**src/rtl/spi_mstr16_if.sv**
```systemverilog
// Bundles the spi_mstr16 host handshake and the four-wire SPI link.
// The master modport is the SPI master's view; slave is the opposite side.
interface spi_mstr16_if;
  logic        wrt;
  logic [15:0] cmd;
  logic        done;
  logic [15:0] rd_data;
  logic        SS_n;
  logic        SCLK;
  logic        MOSI;
  logic        MISO;

  modport master (
    input  wrt, cmd, MISO,
    output done, rd_data, SS_n, SCLK, MOSI
  );

  modport slave (
    output wrt, cmd, MISO,
    input  done, rd_data, SS_n, SCLK, MOSI
  );
endinterface

```
**src/rtl/spi_mstr16.sv**
```systemverilog
// 16-bit SPI master: SCLK idles high, MISO is sampled on SCLK rise, and data is
// shifted on the following SCLK fall. done is sticky until the next accepted wrt.
module spi_mstr16 #(
  parameter int DIV_W = 5
) (
  input  logic          clk,
  input  logic          rst,
  spi_mstr16_if.master  bus
);

  typedef enum logic [1:0] {IDLE, SHIFT, BACK_PORCH} state_t;

  localparam logic [DIV_W-1:0] DIV_HALF     = {1'b1, {(DIV_W-1){1'b0}}};
  localparam logic [DIV_W-1:0] DIV_PRE_RISE = {1'b0, {(DIV_W-1){1'b1}}};
  localparam logic [DIV_W-1:0] DIV_LAST     = {DIV_W{1'b1}};

  state_t           state_reg, state_next;
  logic [DIV_W-1:0] div_reg;
  logic [4:0]       bit_cnt_reg;
  logic [15:0]      shft_reg;
  logic             smpl_reg;
  logic             ss_n_reg;
  logic             done_reg;

  logic load, smpl_en, shft_en, finish;

  always_ff @(posedge clk) begin
    if (rst) state_reg <= IDLE;
    else     state_reg <= state_next;
  end

  always_comb begin
    state_next = state_reg;
    case (state_reg)
      IDLE:       if (bus.wrt) state_next = SHIFT;
      SHIFT:      if (div_reg == DIV_PRE_RISE && bit_cnt_reg == 5'd15) state_next = BACK_PORCH;
      BACK_PORCH: if (div_reg == DIV_LAST) state_next = IDLE;
      default:    state_next = IDLE;
    endcase
  end

  // The first SCLK fall (bit_cnt still 0) is the front porch and shifts nothing.
  always_comb begin
    load    = 1'b0;
    smpl_en = 1'b0;
    shft_en = 1'b0;
    finish  = 1'b0;
    case (state_reg)
      IDLE:  load = bus.wrt;
      SHIFT: begin
        smpl_en = (div_reg == DIV_PRE_RISE);
        shft_en = (div_reg == DIV_LAST) && (bit_cnt_reg != 5'd0);
      end
      BACK_PORCH: begin
        finish  = (div_reg == DIV_LAST);
        shft_en = (div_reg == DIV_LAST);
      end
      default: ;
    endcase
  end

  always_ff @(posedge clk) begin
    if (rst) begin
      div_reg     <= DIV_HALF;
      bit_cnt_reg <= 5'd0;
      shft_reg    <= 16'h0000;
      smpl_reg    <= 1'b0;
      ss_n_reg    <= 1'b1;
      done_reg    <= 1'b0;
    end else if (load) begin
      div_reg     <= DIV_HALF;
      bit_cnt_reg <= 5'd0;
      shft_reg    <= bus.cmd;
      ss_n_reg    <= 1'b0;
      done_reg    <= 1'b0;
    end else begin
      // At the end of the back porch div reloads to HALF so SCLK never drops again.
      if (state_reg != IDLE) div_reg <= finish ? DIV_HALF : div_reg + 1'b1;
      if (smpl_en) begin
        smpl_reg    <= bus.MISO;
        bit_cnt_reg <= bit_cnt_reg + 5'd1;
      end
      if (shft_en) shft_reg <= {shft_reg[14:0], smpl_reg};
      if (finish) begin
        ss_n_reg <= 1'b1;
        done_reg <= 1'b1;
      end
    end
  end

  assign bus.SCLK    = div_reg[DIV_W-1];
  assign bus.SS_n    = ss_n_reg;
  assign bus.MOSI    = shft_reg[15];
  assign bus.done    = done_reg;
  assign bus.rd_data = shft_reg;

endmodule

```
**src/flat_wrapper.sv**
```systemverilog
// flat-port wrapper written by rule: the top's interface ports become plain ports
module spi_mstr16_flat 
#(
  parameter int DIV_W = 5
)
  (clk, rst, bus_wrt, bus_cmd, bus_MISO, bus_done, bus_rd_data, bus_SS_n, bus_SCLK, bus_MOSI);
  spi_mstr16_if bus_i ();
  input  logic clk;
  input  logic rst;
  input wire logic [$bits(bus_i.wrt)-1:0] bus_wrt;
  input wire logic [$bits(bus_i.cmd)-1:0] bus_cmd;
  input wire logic [$bits(bus_i.MISO)-1:0] bus_MISO;
  output wire logic [$bits(bus_i.done)-1:0] bus_done;
  output wire logic [$bits(bus_i.rd_data)-1:0] bus_rd_data;
  output wire logic [$bits(bus_i.SS_n)-1:0] bus_SS_n;
  output wire logic [$bits(bus_i.SCLK)-1:0] bus_SCLK;
  output wire logic [$bits(bus_i.MOSI)-1:0] bus_MOSI;
  assign bus_i.wrt = bus_wrt;
  assign bus_i.cmd = bus_cmd;
  assign bus_i.MISO = bus_MISO;
  assign bus_done = bus_i.done;
  assign bus_rd_data = bus_i.rd_data;
  assign bus_SS_n = bus_i.SS_n;
  assign bus_SCLK = bus_i.SCLK;
  assign bus_MOSI = bus_i.MOSI;
  spi_mstr16 #(.DIV_W(DIV_W)) u_core (.clk(clk), .rst(rst), .bus(bus_i));
endmodule
```
**config.mk**
```make
export PLATFORM = sky130hd
export DESIGN_NAME = spi_mstr16_flat
export DESIGN_NICKNAME = d
export VERILOG_FILES = /design/src/rtl/spi_mstr16_if.sv /design/src/rtl/spi_mstr16.sv /design/src/flat_wrapper.sv
export SDC_FILE = /design/constraint.sdc
export NUM_CORES = 1
export LEC_CHECK = 0
export BUFFER_PORTS_ARGS = -buffer_cell sky130_fd_sc_hd__buf_2
export CAP_MARGIN = 40
export CORE_AREA = 2 2 69 58
export DETAILED_ROUTE_END_ITERATION = 6
export DIE_AREA = 0 0 71 60
export HOLD_SLACK_MARGIN = 0.06
export PLACE_DENSITY_LB_ADDON = 0.12
export SYNTH_ARGS = -nofsm -noshare
export SYNTH_HDL_FRONTEND = slang
export SYNTH_SLANG_ARGS = --single-unit
```
**constraint.sdc**
```tcl
create_clock -name clk -period 2.4 [get_ports clk]
set_clock_uncertainty 0.1 [all_clocks]
set_input_delay 0 -clock clk [delete_from_list [all_inputs] [get_ports clk]]
set_output_delay 0 -clock clk [all_outputs]
set_load 0.005 [all_outputs]
```
# After elaboration in Yosys (flattened, before gate mapping)
# Index checks and enable logic that the tools add are counted.
# classes
bitwise	1
magnitude_cmp	0
reduce_logical	10
multipliers	0
muxes	13
eq_ne	8
add_sub_neg	2
shifts	0
div	0
# op_table
cell	count
16-bit 2-to-1 mux	2
5-bit by 1-bit adder with 5-bit output, second input constant	2
5-bit by 4-bit equality test with 1-bit output, second input constant	2
2-bit 2-to-1 mux	3
2-bit one-hot mux with 3 select lines	1
2-bit nonzero test	3
5-bit equality test, second input constant	1
1-bit 2-to-1 mux	5
5-bit 2-to-1 mux	1
5-bit nonzero test	1
2-bit by 1-bit inequality test with 1-bit output, second input constant	2
3-bit AND reduction	1
2-bit by 1-bit equality test with 1-bit output, second input constant	1
2-bit equality test, second input constant	1
1-bit logical AND	2
2-bit logical NOT	1
2-bit inequality test, second input constant	1
1-bit one-hot mux with 2 select lines	1
2-bit AND reduction	1
2-bit OR reduction	1
1-bit NOT	1
# word_totals
input_bits	20
wordCells	41
latch_bits	0
n_memories	0
rom_bits	0
ff_bits	31
ramBits	0

# Logic depth before layout (Yosys ltp)
# Gate-level depths: netlist (run 1).
# logic_depth
ltp_word	5
ltp_mapped	8

# Worst setup path before layout (run 1)
# OpenSTA, ideal clock, no wires.
# synth_path
kind	register -> register
start	register u_core.div_reg[0]
end	register u_core.shft_reg[0] (netlist: u_core.bus.rd_data[0])
required_ps	2173
path_slack_ps	381
arrival_ps	1792
stages_incl_launch_ff	9
period_less_slack_ps	2019
path_cell_list	dfxtp_1 ha_1 and3_1 ha_1 and3_1 clkbuf_1 clkbuf_1 a211oi_1 a211oi_2
# synth_between
elab_chain_len	4
# synth_rtl
element	line_no	rtl
start: declaration	spi_mstr16.sv:18	logic [DIV_W-1:0] div_reg;
start signal: assignment	spi_mstr16.sv:78	if (state_reg != IDLE) div_reg <= finish ? DIV_HALF : div_reg + 1'b1;
5-bit equality test (*)	spi_mstr16.sv:52, spi_mstr16.sv:56	
1-bit logical AND	spi_mstr16.sv:52	shft_en = (div_reg == DIV_LAST) && (bit_cnt_reg != 5'd0);
1-bit one-hot mux with 2 select lines (*)	spi_mstr16.sv:48	case (state_reg)
2-bit nonzero test (no line) (*)	--	
end signal: assignment	spi_mstr16.sv:73	shft_reg <= bus.cmd;
end signal: assignment	spi_mstr16.sv:83	if (shft_en) shft_reg <= {shft_reg[14:0], smpl_reg};
end: declaration	spi_mstr16.sv:20	logic [15:0] shft_reg;
# Mark *: on every way between the ends. The rest lies on a longest branch, timed or not.
# A chain may end at the register's enable or synchronous reset.

# Worst setup path in the final report (run 1)
# layout_path
start	register u_core.state_reg[0]
end	register u_core.smpl_reg
# layout_between
elab_chain_len	4
# layout_rtl
element	line_no	rtl
start: declaration	spi_mstr16.sv:17	state_t state_reg, state_next;
start signal: assignment	spi_mstr16.sv:29	else state_reg <= state_next;
2-bit logical NOT	spi_mstr16.sv:48	
1-bit 2-to-1 mux	spi_mstr16.sv:48	
1-bit NOT (no line)	--	
2-bit AND reduction (no line) (*)	--	
end signal: assignment	spi_mstr16.sv:80	smpl_reg <= bus.MISO;
end: declaration	spi_mstr16.sv:21	logic smpl_reg;
# Marks and branches as above.

==> impl_metrics.py, run 1 <==
metrics = {
    "hold_path": {
        "hold_class": "input port to flop",
    },
    "die": {
        "die-area_um2": 4260,
        "core_um2": 3630,
        "ioPinCount": 40,
        "initial_core_util": 0.503,
        "rows": 20,
        "die_w_um": 71,
        "dieHeight_um": 60,
    },
    "grt": {
        "grt_max_degree": 22,
        "grt.overflow.total": 0,
        "grt_pass1_vias": 1589,
        "track_usage": 0.220,
        "grt_pass1_wl_um": 7310,
        "antenna_found_initial": 0,
    },
    "cts": {
        "clk_pin_slew_ns": 0.07,
        "clk_path_buf_depth": 2,
        "cts_root_buf": "clkbuf_8",
        "clk_latency_ns": 0.29,
        "cts_tree": "built",
        "cts_buffers": 5,
        "cts.sinks": 31,
        "htree_num_levels": 2,
    },
    "setup_path": {
        "slowest_stage": "dlygate4sd3_1",
        "critical_path.startpoint": "u_core.state_reg[0]",
        "path_cells": "inv_1 -> ha_1 -> and2_1 -> buf_4 -> o21ai_0 -> a21oi_1 -> dlygate4sd3_1",
        "r2r_end": "u_core.smpl_reg",
        "critPathCapture": "u_core.smpl_reg",
        "cp.required_ns": 2.48,
        "reg2regPathDepth": 7,
        "reg2reg_from": "u_core.state_reg[0]",
        "path_max_fanout": 11,
        "r2r_slack_ns": 0.15,
        "cpPeakStageDelay_ns": 0.57,
        "cp.depth": 7,
        "cp.arrival_ns": 2.33,
        "end_kind": "flop",
        "cp-start-kind": "flop",
        "crit_type": "flop to flop",
        "cpLargestDelayFamily": "buffers and inverters",
        "cp_num_buf_inv": 3,
    },
    "synth": {
        "synth_top_area_share": 0.340,
        "synth.cells.most_frequent": "dfxtp_1 (31), nor2_1 (23), a211oi_1 (22), o21bai_1 (18), a21o_1 (17)",
        "ys_seq_area_frac": 0.340,
        "ys_warn_count": 0,
        "synth_area_leaders": "dfxtp_1 (34%), a211oi_1 (9.0%), o21bai_1 (7.4%), a21o_1 (7.0%), a211oi_2 (6.8%)",
        "post-synth-top-count-cell": "dfxtp_1",
        "ys_types": 35,
        "ys_ff_latch": 31,
        "synthFlopType": "dfxtp_1",
        "synth_async_sr_flop_share": 0,
        "synth_edf_count": 0,
        "synth_nets": 234,
        "syn_area_per_cell_um2": 8.95,
        "synth_top_area_cell": "dfxtp_1",
        "synth_area_um2": 1830,
        "synth_cells": 204,
    },
    "power": {
        "clkPwrFrac": 0.296,
        "combPwrFrac": 0.381,
        "ir_worst_vdd_mv": 0.427,
        "p_total_mw": 2.11,
        "internal_power_mw": 1.38,
        "pwr-share-seq": 0.322,
        "power_density_nw_per_um2": 896,
        "swShare": 0.343,
        "p_switching_uw": 723,
        "p_leak_nw": 1.07,
    },
    "layout": {
        "stdcell_count": 300,
        "area_growth_pct": 28.7,
        "final_area_um2": 2350,
        "drive_gt1_frac": 0.270,
        "diodes": 0,
        "largest_register_ffs": 16,
        "fillCellCount": 314,
        "num-nets-final": 285,
    },
    "detailed_routing": {
        "dr.pass1.iters": 4,
        "drt-initial-drc-count": 145,
        "antenna_left": 0,
        "totalWireLength_um": 4410,
        "wl_per_cell_um": 14.7,
        "vias_per_cell": 5.66,
        "vias": 1698,
        "drc": 0,
    },
    "placed_design": {
        "dp.cells": 273,
        "placed_cell_area_um2": 2020,
        "routabilityCongestion": 0.818,
        "port_buffers": 39,
        "hpwl_um": 2920,
        "pre_cts_slack_ns": 0.299,
    },
    "timing": {
        "fin_crit_ns": 2.25,
        "final_hold_viol_count": 0,
        "tns_ns": 0,
        "worst_slew_pin_slew_ns": 0.374,
        "setup_viol_count_final": 0,
        "fmax_ghz": 0.444,
        "rsz0062_at_grt": "no",
        "fin_crit_sh": 0.938,
        "setup_ws_ns": 0.150,
        "drv_slew": 0,
        "relSlewSlack": 0.750,
    },
    "run_status": {
        "status": "finished, final reports clean",
    },
    "flow_run": {
        "max-cap-violations": 0,
    },
}
logic make-up (layout without fill, tap and decap cells):
| family | count (synthesis) | in the layout | share of synthesized area |
|---|---|---|---|
| buffers and inverters | 26 | 78 | 0.0685 |
| multiplexers | 2 | 2 | 0.0110 |
| flip-flops | 31 | 31 | 0.340 |
| adder cells (fa/ha/maj) | 10 | 10 | 0.0685 |
| AND/OR/NAND/NOR | 47 | 47 | 0.127 |
| AO/OA/AOI/OAI | 83 | 83 | 0.361 |
| XOR/XNOR | 5 | 5 | 0.0240 |
per-stage QoR:
stage / util / hold slack (ns)
after global routing: 0.648 / 0.278
final: 0.648 / 0.235
after floorplan: - / 0.0641
after global placement: 0.557 / 0.193
after detailed placement: 0.557 / 0.197
after CTS: 0.647 / 0.224
cell usage in the layout, fill, tap and decap left out, types with 3 or more instances in the layout:
cell and count:
clkbuf_8 5, a211oi_1 22, nor2_1 23, and3_1 4, xor2_1 3, ha_1 9, a21oi_1 8, inv_1 6
dlygate4sd3_1 19, a211oi_2 10, dfxtp_1 31, nand2_1 3, nand3_1 3, buf_2 39, o21bai_1 18, nand4_1 3
buf_4 6, nor2b_1 3, a21o_1 17
worst register-to-register path: stages (launching register included):
cell and delay [ns]:
dfxtp_1 0.37, inv_1 0.10, ha_1 0.24, and2_1 0.25
buf_4 0.22, o21ai_0 0.19, a21oi_1 0.10, dlygate4sd3_1 0.57
routing by layer:
layer / up-vias / share of wire / global-route usage
li1: 842 / - / -
met1: 784 / 0.49 / 0.296
met2: 65 / 0.43 / 0.332
met3: 7 / 0.064 / 0.0725
met4: 0 / 0.014 / 0.0836
met5: - / 0 / 0
area by class of cell:
class / count / area (um2) / area share
clock buffer: 5 / 68.8 / 0.0293
clock inverter: 3 / 67.6 / 0.0287
inverter: 6 / 22.5 / 0.00958
multi-input combinational: 147 / 1090 / 0.462
sequential: 31 / 621 / 0.264
tap: 44 / 55.1 / 0.0234
timing repair buffer: 64 / 430 / 0.183
worst min path at each step:
stage,cells after the start,endpoint,from
floorplan,2,u_core.smpl_reg,bus_MISO
global placement,3,u_core.smpl_reg,bus_MISO
detailed placement,3,u_core.smpl_reg,bus_MISO
CTS,4,u_core.state_reg[0],bus_wrt
global route,4,u_core.state_reg[0],bus_wrt
finish,4,u_core.state_reg[0],bus_wrt
power groups by stage:
stage	clock, mW	combinational [mW]	sequential [mW]
CTS	0.635	0.801	0.676
global placement	0	0.760	0.681
global route	0.660	0.892	0.690
detailed placement	0	0.773	0.687
floorplan	0	0.551	0.680
finish	0.624	0.803	0.679
repair_timing:
action                     in CTS  in global routing
hold buffers                   19                  0
hold endpoints to repair       19                  0
setup buffers                   0                  0
resized for setup               0                  2
setup endpoints to repair       0                  1
Power figures use the tool's default switching activity.
==> inputs of run 2 (changes only) <==
- CELL_PAD_IN_SITES_DETAIL_PLACEMENT: unset -> 0
- CELL_PAD_IN_SITES_GLOBAL_PLACEMENT: unset -> 1
- CORE_AREA: 2 2 69 58 -> 2 2 79 66
- DIE_AREA: 0 0 71 60 -> 0 0 81 68
==> run 2 against run 1 <==
Compared with the run above: global-route usage shrank 4.4 points; combinational power is 0.5% higher; total power fell by 11%; sequential power hardly changed; sequential share of layout area increased by 0.46 points; non-clock buffer count is the same; count of clock-buffer cells in the layout is 1 higher; worst setup slack improved by 0.031 ns; critical path depth unchanged; fmax up 1.4%; utilization fell by 16 points; critical path type unchanged.
==> impl_metrics.py, run 2 (synthesized netlist as in run 1, its figures left out) <==
metrics = {
    "run_status": {
        "status": "finished, final reports clean",
    },
    "hold_path": {
        "hold_class": "input port to flop",
    },
    "grt": {
        "grt_pass1_wl_um": 7300,
        "track_usage": 0.176,
        "grt_pass1_vias": 1542,
        "grt_max_degree": 22,
        "grt.overflow.total": 0,
        "antenna_found_initial": 0,
    },
    "detailed_routing": {
        "totalWireLength_um": 4540,
        "drc": 0,
        "dr.pass1.iters": 4,
        "antenna_left": 0,
        "wl_per_cell_um": 14.4,
        "vias": 1654,
        "drt-initial-drc-count": 56,
        "vias_per_cell": 5.23,
    },
    "timing": {
        "rsz0062_at_grt": "no",
        "worst_slew_pin_slew_ns": 0.385,
        "final_hold_viol_count": 0,
        "tns_ns": 0,
        "fin_crit_ns": 2.22,
        "drv_slew": 0,
        "setup_viol_count_final": 0,
        "fmax_ghz": 0.451,
        "relSlewSlack": 0.743,
        "fin_crit_sh": 0.925,
    },
    "cts": {
        "htree_num_levels": 2,
        "cts_tree": "built",
        "clk_pin_slew_ns": 0.06,
        "clk_path_buf_depth": 2,
        "clk_latency_ns": 0.28,
        "cts.sinks": 31,
        "cts_buffers": 5,
        "cts_root_buf": "clkbuf_8",
    },
    "layout": {
        "final_common_cell": "buf_2",
        "diodes": 0,
        "fillCellCount": 477,
        "drive_gt1_frac": 0.264,
        "regArea_um2": 621,
        "layout_common_cells": "buf_2 (39), dfxtp_1 (31), nor2_1 (23), a211oi_1 (22), dlygate4sd3_1 (19)",
        "multi_input_area_um2": 1090,
        "area_growth_pct": 26.5,
        "num-nets-final": 285,
        "largest_register_ffs": 16,
    },
    "power": {
        "power_density_nw_per_um2": 807,
        "ir_worst_vdd_mv": 0.356,
        "p_total_mw": 1.86,
        "p_leak_nw": 1.04,
    },
    "die": {
        "rows": 23,
        "ioPinCount": 40,
        "die_w_um": 81,
        "core_um2": 4780,
        "die-area_um2": 5510,
        "initial_core_util": 0.382,
        "dieHeight_um": 68,
    },
    "placed_design": {
        "hpwl_um": 3060,
        "port_buffers": 39,
        "routabilityCongestion": 0.739,
    },
    "setup_path": {
        "crit_type": "flop to flop",
        "end_kind": "flop",
        "cp-start-kind": "flop",
        "path_max_fanout": 8,
        "cp.arrival_ns": 2.29,
        "cp.required_ns": 2.47,
    },
    "flow_run": {
        "max-cap-violations": 0,
    },
}
## run 2: final timing paths
| check | start | depth (start not counted) | slack, ns | to |
|---|---|---|---|---|
| worst min-delay path | bus_wrt | 4 | 0.26 | u_core.state_reg[1] |
| worst max register to register | u_core.div_reg[0] | 7 | 0.18 | u_core.smpl_reg |
| worst min register to register | u_core.bus.done | 2 | 0.37 | u_core.bus.done |
| worst max-delay path | u_core.div_reg[0] | 7 | 0.18 | u_core.smpl_reg |
## run 2: routing by layer
layer,vias up,track usage,routed length (um),part of all wire
met5,-,0,0,0
met4,0,0.0763,65,0.014
met3,8,0.0435,177,0.039
met2,31,0.269,1970,0.43
met1,768,0.237,2330,0.51
li1,847,-,-,-
## run 2: critical path, cell delays in order (launching register included)
cell and delay [ns]:
dfxtp_1 0.37, ha_1 0.17, and3_1 0.18, ha_2 0.27
nand2_1 0.16, o21ai_0 0.19, a21oi_1 0.08, dlygate4sd3_1 0.57
## run 2: layout make-up
cell class | instances | share of cell area
inverter | 6 | 0.00975
timing repair buffer | 64 | 0.186
sequential | 31 | 0.269
clock buffer | 6 | 0.0314
multi-input combinational | 147 | 0.470
tap | 62 | 0.0336
## run 2: repair_timing
action | CTS | global route
setup buffers | 0 | 0
endpoints found under the setup margin | 0 | 17
hold buffers | 19 | 0
hold endpoints to repair | 19 | 0
gates resized for setup | 0 | 3
## run 2: power by group
part,switching [mW],internal [mW]
combinational,0.438,0.370
clock,0.188,0.193
sequential,0.0709,0.605
## run 2: through the flow
stage	util	cell area (um2)	worst slack (ns)	std cells	hold WS, ns
after floorplan	-	1830	0.381	204	0.0641
after global placement	0.427	2040	0.162	291	0.208
after detailed placement	0.427	2040	0.0595	291	0.222
after CTS	0.482	2300	0.0473	316	0.254
after global routing	0.484	2310	0.00840	316	0.292
final	0.484	2310	0.181	316	0.263
==> inputs of run 3 (changes only) <==
==> constraint.sdc (replaced) <==
create_clock -name clk -period 2.4 [get_ports clk]
set_clock_uncertainty 0.1 [all_clocks]
set_input_delay 0.12 -clock clk [delete_from_list [all_inputs] [get_ports clk]]
set_output_delay 0.12 -clock clk [all_outputs]
set_load 0.005 [all_outputs]
==> run 3 against run 2 <==
Compared with the run above: sequential power about the same; clock power about the same; final area down 5.4%; total power down 1.2%; first-iteration DRC count down 13%; worst hold slack worse by 0.18 ns; critical path depth down 1; register-to-register slack better by 0.10 ns; fmax up 4.9%; via count down 3.6%; utilization down 2.6 points; critical endpoint is now u_core.bus.rd_data[5].
==> impl_metrics.py, run 3 (synthesized netlist as in run 1, its figures left out) <==
metrics = {
    "grt": {
        "grt_max_degree": 22,
        "grt.overflow.total": 0,
        "grt_pass1_vias": 1501,
        "track_usage": 0.174,
        "grt_pass1_wl_um": 7200,
        "antenna_found_initial": 0,
    },
    "timing": {
        "setup_viol_count_final": 0,
        "drv_slew": 0,
        "fin_crit_ns": 2.11,
        "worst_slew_pin_slew_ns": 0.512,
        "fmax_ghz": 0.473,
        "holdWs_ns": 0.0784,
        "final_hold_viol_count": 0,
        "relSlewSlack": 0.659,
        "tns_ns": 0,
        "rsz0062_at_grt": "no",
        "fin_crit_sh": 0.881,
    },
    "detailed_routing": {
        "vias": 1594,
        "drc": 0,
        "vias_per_cell": 5.24,
        "antenna_left": 0,
        "totalWireLength_um": 4440,
        "dr.pass1.iters": 4,
        "wl_per_cell_um": 14.6,
        "drt-initial-drc-count": 49,
    },
    "layout": {
        "fillCellCount": 484,
        "final_common_cell": "buf_2",
        "diodes": 0,
        "area_growth_pct": 19.7,
        "num-nets-final": 273,
        "largest_register_ffs": 16,
        "drive_gt1_frac": 0.269,
        "layout_common_cells": "buf_2 (39), dfxtp_1 (31), nor2_1 (23), a211oi_1 (22), o21bai_1 (18)",
        "multi_input_area_um2": 1080,
        "regArea_um2": 621,
    },
    "hold_path": {
        "hold_class": "input port to flop",
    },
    "placed_design": {
        "hpwl_um": 3060,
        "port_buffers": 39,
        "routabilityCongestion": 0.739,
    },
    "die": {
        "die_w_um": 81,
        "core_um2": 4780,
        "rows": 23,
        "initial_core_util": 0.382,
        "ioPinCount": 40,
        "die-area_um2": 5510,
        "dieHeight_um": 68,
    },
    "setup_path": {
        "reg2regPathDepth": 6,
        "end_kind": "flop",
        "cp.required_ns": 2.50,
        "cp-start-kind": "flop",
        "r2r_slack_ns": 0.29,
        "r2r_end": "u_core.bus.rd_data[5]",
        "crit_type": "flop to flop",
        "reg2reg_from": "u_core.div_reg[0]",
        "cp.arrival_ns": 2.21,
        "critical_path.startpoint": "u_core.div_reg[0]",
        "path_max_fanout": 17,
        "critPathCapture": "u_core.bus.rd_data[5]",
    },
    "cts": {
        "htree_num_levels": 2,
        "cts_tree": "built",
        "clk_latency_ns": 0.28,
        "clk_path_buf_depth": 2,
        "cts_root_buf": "clkbuf_8",
        "cts_buffers": 5,
        "clk_pin_slew_ns": 0.06,
        "cts.sinks": 31,
    },
    "power": {
        "p_leak_nw": 0.986,
        "power_density_nw_per_um2": 842,
        "ir_worst_vdd_mv": 0.353,
    },
    "flow_run": {
        "max-cap-violations": 0,
    },
    "run_status": {
        "status": "finished, final reports clean",
    },
}
==> run 3: cell types whose count changed in the layout (fill, tap and decap cells not counted) <==
cell	change
ha_1	+2
ha_2	-2
dlygate4sd3_1	-12
==> run 3: worst max-delay path, cell delays in order, from the launching register on <==
cell	delay [ns]
dfxtp_1	0.34
ha_1	0.20
and3_1	0.20
ha_1	0.26
and3_2	0.36
a21o_4	0.35
a211oi_1	0.22
==> run 3: power breakdown <==
group          switching (mW)  leakage, nW  total [mW]  internal [mW]
combinational           0.433        0.695       0.786          0.353
clock                   0.187       0.0371       0.380          0.193
sequential             0.0701        0.254       0.675          0.605
==> run 3: worst min path at each step <==
stage	cells after the start	startpoint	end	slack, ns
2_1_floorplan	2	bus_MISO	u_core.smpl_reg	0.18
3_3_place_gp	3	bus_MISO	u_core.smpl_reg	0.33
3_5_place_dp	3	bus_MISO	u_core.smpl_reg	0.34
4_1_cts	3	bus_cmd[1]	u_core.bus.rd_data[1]	0.07
5_1_grt	3	bus_cmd[15]	u_core.bus.rd_data[15]	0.08
6_report	3	bus_cmd[13]	u_core.bus.rd_data[13]	0.08
==> run 3: final cells by class <==
| class | instances | area share |
|---|---|---|
| Timing Repair Buffer | 52 | 0.142 |
| Sequential cell | 31 | 0.284 |
| Tap cell | 62 | 0.0355 |
| Multi-Input combinational cell | 147 | 0.495 |
| Clock buffer | 6 | 0.0332 |
| Inverter | 6 | 0.0103 |
==> run 3: metal layers <==
layer / GRT usage / share of wire
met4: 0.0763 / 0.015
met1: 0.236 / 0.51
met3: 0.0435 / 0.046
met5: 0 / 0
met2: 0.263 / 0.43
==> run 3: per-stage QoR <==
step / instances / power [mW] / utilization / area, um2 / setup slack [ns]
global route: 304 / 1.99 / 0.458 / 2190 / 0.160
global placement: 291 / 1.46 / 0.427 / 2040 / 0.162
CTS: 304 / 1.87 / 0.457 / 2180 / 0.0473
finish: 304 / 1.84 / 0.458 / 2190 / 0.285
detailed placement: 291 / 1.47 / 0.427 / 2040 / 0.0595
floorplan: 204 / 1.23 / - / 1830 / 0.381
==> run 3: timing repair <==
item                                    4_1_cts  5_1_grt
hold buffers                                  7        0
buffers inserted                              0        0
endpoints found under the hold margin         7        0
resized for setup                             0        1
endpoints found under the setup margin        0       16
